$ cat config.mk
export PLATFORM = sky130hd
export DESIGN_NAME = bet_apply
export DESIGN_NICKNAME = d
export VERILOG_FILES = /design/src/rtl/poker_pkg.sv /design/src/rtl/bet_apply.sv
export SDC_FILE = /design/constraint.sdc
export NUM_CORES = 1
export LEC_CHECK = 0
export CAP_MARGIN = 20
export CORE_ASPECT_RATIO = 2
export CORE_UTILIZATION = 60
export DETAILED_ROUTE_END_ITERATION = 8
export MAX_ROUTING_LAYER = met4
export PLACE_DENSITY = 0.92
export SYNTH_ARGS = -nofsm -noshare
export SYNTH_HDL_FRONTEND = slang
export SYNTH_SLANG_ARGS = --single-unit
$ cat constraint.sdc
create_clock -name vclk -period 36.2
set_input_delay 7.24 -clock vclk [all_inputs]
set_output_delay 7.24 -clock vclk [all_outputs]
set_load 0.1 [all_outputs]
$ cat src/rtl/poker_pkg.sv
// Shared definitions for the betting-round controller: action codes, blind
// amounts, stage codes, FSM states and saturating money helpers.
package poker_pkg;

  localparam int MONEY_W = 15;
  typedef logic [MONEY_W-1:0] money_t;

  localparam money_t SB_AMT    = 15'd100;
  localparam money_t BB_AMT    = 15'd200;
  localparam money_t MONEY_MAX = '1;

  typedef enum logic [2:0] {
    ACT_CHECK    = 3'd0,
    ACT_CALL     = 3'd1,
    ACT_RAISE2   = 3'd2,
    ACT_RAISE4   = 3'd3,
    ACT_RAISE6   = 3'd4,
    ACT_ALLIN    = 3'd5,
    ACT_FOLD     = 3'd6,
    ACT_FOLD_ALT = 3'd7
  } action_t;

  typedef enum logic [2:0] {
    STG_DEAL  = 3'd0,
    STG_FLOP  = 3'd1,
    STG_TURN  = 3'd2,
    STG_RIVER = 3'd3
  } stage_t;

  typedef enum logic [2:0] {
    ST_IDLE,
    ST_BLINDS,
    ST_PLAYER,
    ST_CPU_WAIT,
    ST_CPU_ACT,
    ST_SETTLE,
    ST_SHOWDOWN
  } state_t;

  typedef enum logic [1:0] {
    WIN_NONE   = 2'b00,
    WIN_PLAYER = 2'b01,
    WIN_CPU    = 2'b10
  } winner_t;

  function automatic money_t sat_add(input money_t a, input money_t b);
    logic [MONEY_W:0] sum;
    sum = {1'b0, a} + {1'b0, b};
    return sum[MONEY_W] ? MONEY_MAX : sum[MONEY_W-1:0];
  endfunction

  function automatic money_t min_money(input money_t a, input money_t b);
    return (a < b) ? a : b;
  endfunction

  function automatic logic is_fold(input action_t a);
    return (a == ACT_FOLD) || (a == ACT_FOLD_ALT);
  endfunction

  function automatic money_t raise_target(input action_t a);
    case (a)
      ACT_RAISE2: return 15'd400;
      ACT_RAISE4: return 15'd800;
      ACT_RAISE6: return 15'd1200;
      default:    return '0;
    endcase
  endfunction

endpackage

$ cat src/rtl/bet_apply.sv
// Combinational action evaluator: turns one action code plus the acting
// side's bet/stack and the opponent's bet into that side's new bet/stack.
module bet_apply import poker_pkg::*; (
  input  action_t action_i,
  input  money_t  own_bet_i,
  input  money_t  opp_bet_i,
  input  money_t  own_stack_i,
  output money_t  new_bet_o,
  output money_t  new_stack_o
);

  money_t call_amt;
  money_t target;
  money_t delta;
  money_t move;

  // NOTE: every signal gets a value before the case so no path infers a latch.
  always_comb begin
    call_amt = (opp_bet_i > own_bet_i) ? (opp_bet_i - own_bet_i) : '0;
    target   = raise_target(action_i);
    delta    = call_amt;
    case (action_i)
      ACT_RAISE2, ACT_RAISE4, ACT_RAISE6: begin
        if ((target > opp_bet_i) && (target > own_bet_i)) delta = target - own_bet_i;
      end
      ACT_ALLIN:              delta = own_stack_i;
      ACT_FOLD, ACT_FOLD_ALT: delta = '0;
      default:                delta = call_amt;
    endcase
    // Chips moved can never exceed the stack, nor push the bet past 15 bits.
    move        = min_money(delta, own_stack_i);
    move        = min_money(move, MONEY_MAX - own_bet_i);
    new_bet_o   = own_bet_i + move;
    new_stack_o = own_stack_i - move;
  end

endmodule

==> summary.txt <==
Detailed routing
  • DRT iter0 DRCs: 373
  • Antenna Nets Post-Route: 0
  • DR WL/cell: 19.78 um
  • Vias per cell: 6.533
  • Residual DRC: 0
  • 1st-pass router iterations: 6
  • Routed vias: 5122
  • WL final: 15.51 mm

Finish
  • Nets: 832
  • Number of diodes: 0
  • Num sequential: 0
  • Layout area overhead: 19.45%
  • Fillers: 592
  • Final core utilization: 73.87%
  • Reg area: 0 um2
  • Share of layout cells above drive strength 1: 3.026%
  • Clkbuf count: 0

Power
  • Leak: 2.451 nW
  • Peak VDD IR: 94.57 uV
  • Pwr dens: 49.49 nW/um2

Place
  • Placer's final routability congestion estimate: 0.9843
  • Pre-CTS setup slack: 9.806 ns
  • Port Buffer Count: 78
  • Post-DP HPWL: 12.77 mm

Global routing
  • Tot GR Track Use: 45.11%
  • Largest net degree at the start of global routing: 42
  • First-pass GRT wire length: 24.49 mm
  • Vias in the first global route: 5088
  • Initial antenna violation count: 0
  • Grt ovf: 0

STA
  • Max-slew violations: 0
  • Crit path time final: 26.68 ns
  • Slew of the pin with the lowest slew margin: 0.9985 ns
  • RSZ-0062 raised after global routing: false
  • PnR worst setup slack: 9.520 ns
  • Max_slew headroom: 33.22%
  • Fmax: 37.48 MHz
  • # setup viols final: 0
  • Setup TNS: 0 ns
  • Final hold vios: 0
  • Final period util: 73.70%

Flow run
  • Max-cap violation count: 0

Setup path
  • Crit path required time: 28.96 ns
  • Critical path's top delay family: compound AO/OA/AOI/OAI gates
  • Startpoint Class: primary input
  • Worst endpoint data arrival time: 19.44 ns
  • Critical-path top delay cell: clkdlybuf4s50_1
  • Setup CP Type: primary input to primary output
  • Crit-path max cell delay: 1.14 ns
  • Crit-path max FO: 41
  • CP Capture Type: primary output
  • Worst Path Buf+Inv: 6

Logic synthesis
  • Synth Area in Adders: 26.62%
  • Synth Instances: 629
  • Post-Syn Area per Cell: 6.771 um2
  • Post-Syn Nets: 765
  • Synth Area in Compound Gates: 31.99%
  • Largest family of logic cells by synthesized area: compound AO/OA/AOI/OAI gates
  • Yosys Warn Count: 0
  • Synth top area share: 24.97%
  • Synth Area in XOR/XNOR: 8.608%
  • Mux share of post-synthesis cell area: 0.9694%
  • Synth unique cells: 73
  • Synth Area in Simple Gates: 23.68%
  • Dominant cell type by area after synthesis: ha_1
  • Count leader, synth: ha_1
  • Largest cells by area after synthesis: ha_1 25%, a21oi_1 6.7%, inv_1 6.3%, xnor2_1 6.0%, nand2_1 5.6%
  • Mapped Area: 4259 um2
  • Sequential share of the synthesized area: 0%
  • Top cells by count, synth: 85 x ha_1, 72 x inv_1, 63 x nand2_1

Status
  • Status: finished clean

Hold path
  • WHS Path Cells: 4
  • Hold_sp: own_stack_i[14]
  • Worst Hold End: new_stack_o[14]
  • Hold Path Class: primary input to primary output

Floorplan
  • Die width: 61.58 um
  • Core Region: 6887 um2
  • Row cnt: 43
  • I/O pins: 78
  • Initial Utilization: 61.85%
  • Die height: 121.2 um
  • Total die area: 7460 um2

Clock network
  • Post-CTS Setup Inserts: 0
  • Cts hold-fix bufs: 0
  • Resized Gates After CTS: 0
==> stage by stage <==
stage | instance area, um2 | hold slack (ns) | cells | total power, mW
6_report | 5087 | 16.23 | 784 | 0.2518
5_1_grt | 5087 | 16.30 | 784 | 0.2648
2_1_floorplan | 4259 | 15.02 | 629 | 0.1909
3_5_place_dp | 5087 | 16.22 | 784 | 0.2475
4_1_cts | 5087 | 16.22 | 784 | 0.2488
3_3_place_gp | 5087 | 16.22 | 784 | 0.2441
==> worst max path at each step <==
| stage | from | end | slack (ns) | cells past startpoint |
|---|---|---|---|---|
| final | action_i[1] | new_stack_o[14] | 9.52 | 47 |
| after global placement | action_i[1] | new_stack_o[14] | 10.37 | 47 |
| after CTS | action_i[1] | new_stack_o[14] | 9.76 | 47 |
| after detailed placement | action_i[1] | new_stack_o[14] | 9.81 | 47 |
| after floorplan | action_i[2] | new_bet_o[12] | 12.30 | 46 |
| after global routing | action_i[1] | new_stack_o[14] | 8.39 | 47 |
==> layout by cell type (no fill, tap or decap), types with 11 or more instances in the layout <==
cell,n
xnor2_1,29
nand2_1,63
nand3_1,15
a21o_1,17
a21oi_1,57
o21a_1,17
o21ai_0,36
nand4_1,14
o211ai_1,13
ha_1,85
inv_1,72
clkdlybuf4s50_1,78
xor2_1,11
nor3_1,19
nor2_1,46
==> metal layers <==
layer	track usage (%)	wire length, um	share of wire, %
met3	16.95	1248	8.0
met1	40.87	5180	33
met5	-	0	0
met4	32.08	1329	8.6
met2	73.52	7751	50
==> power breakdown <==
group | leakage, nW | internal (mW) | switching, mW | total, mW
registers | 0 | 0 | 0 | 0
clock network | 0 | 0 | 0 | 0
logic | 2.45 | 0.0708 | 0.181 | 0.252
total | 2.45 | 0.0708 | 0.181 | 0.252
==> area by class of cell <==
class / instances / area [um2] / share of cell area (%)
timing repair buffer: 79 / 788.3 / 15.49
tap: 90 / 112.6 / 2.213
inverter: 73 / 274.0 / 5.386
multi-input combinational: 542 / 3913 / 76.91
==> cells by family (layout without fill, tap and decap cells) <==
logic type | count (synthesis) | in the layout
AO/OA/AOI/OAI | 204 | 204
AND/OR/NAND/NOR | 204 | 204
adder cells (fa/ha/maj) | 89 | 89
buffers and inverters | 87 | 152
XOR/XNOR | 41 | 41
multiplexers | 4 | 4
Note: power is estimated with default switching activity, not from simulation.
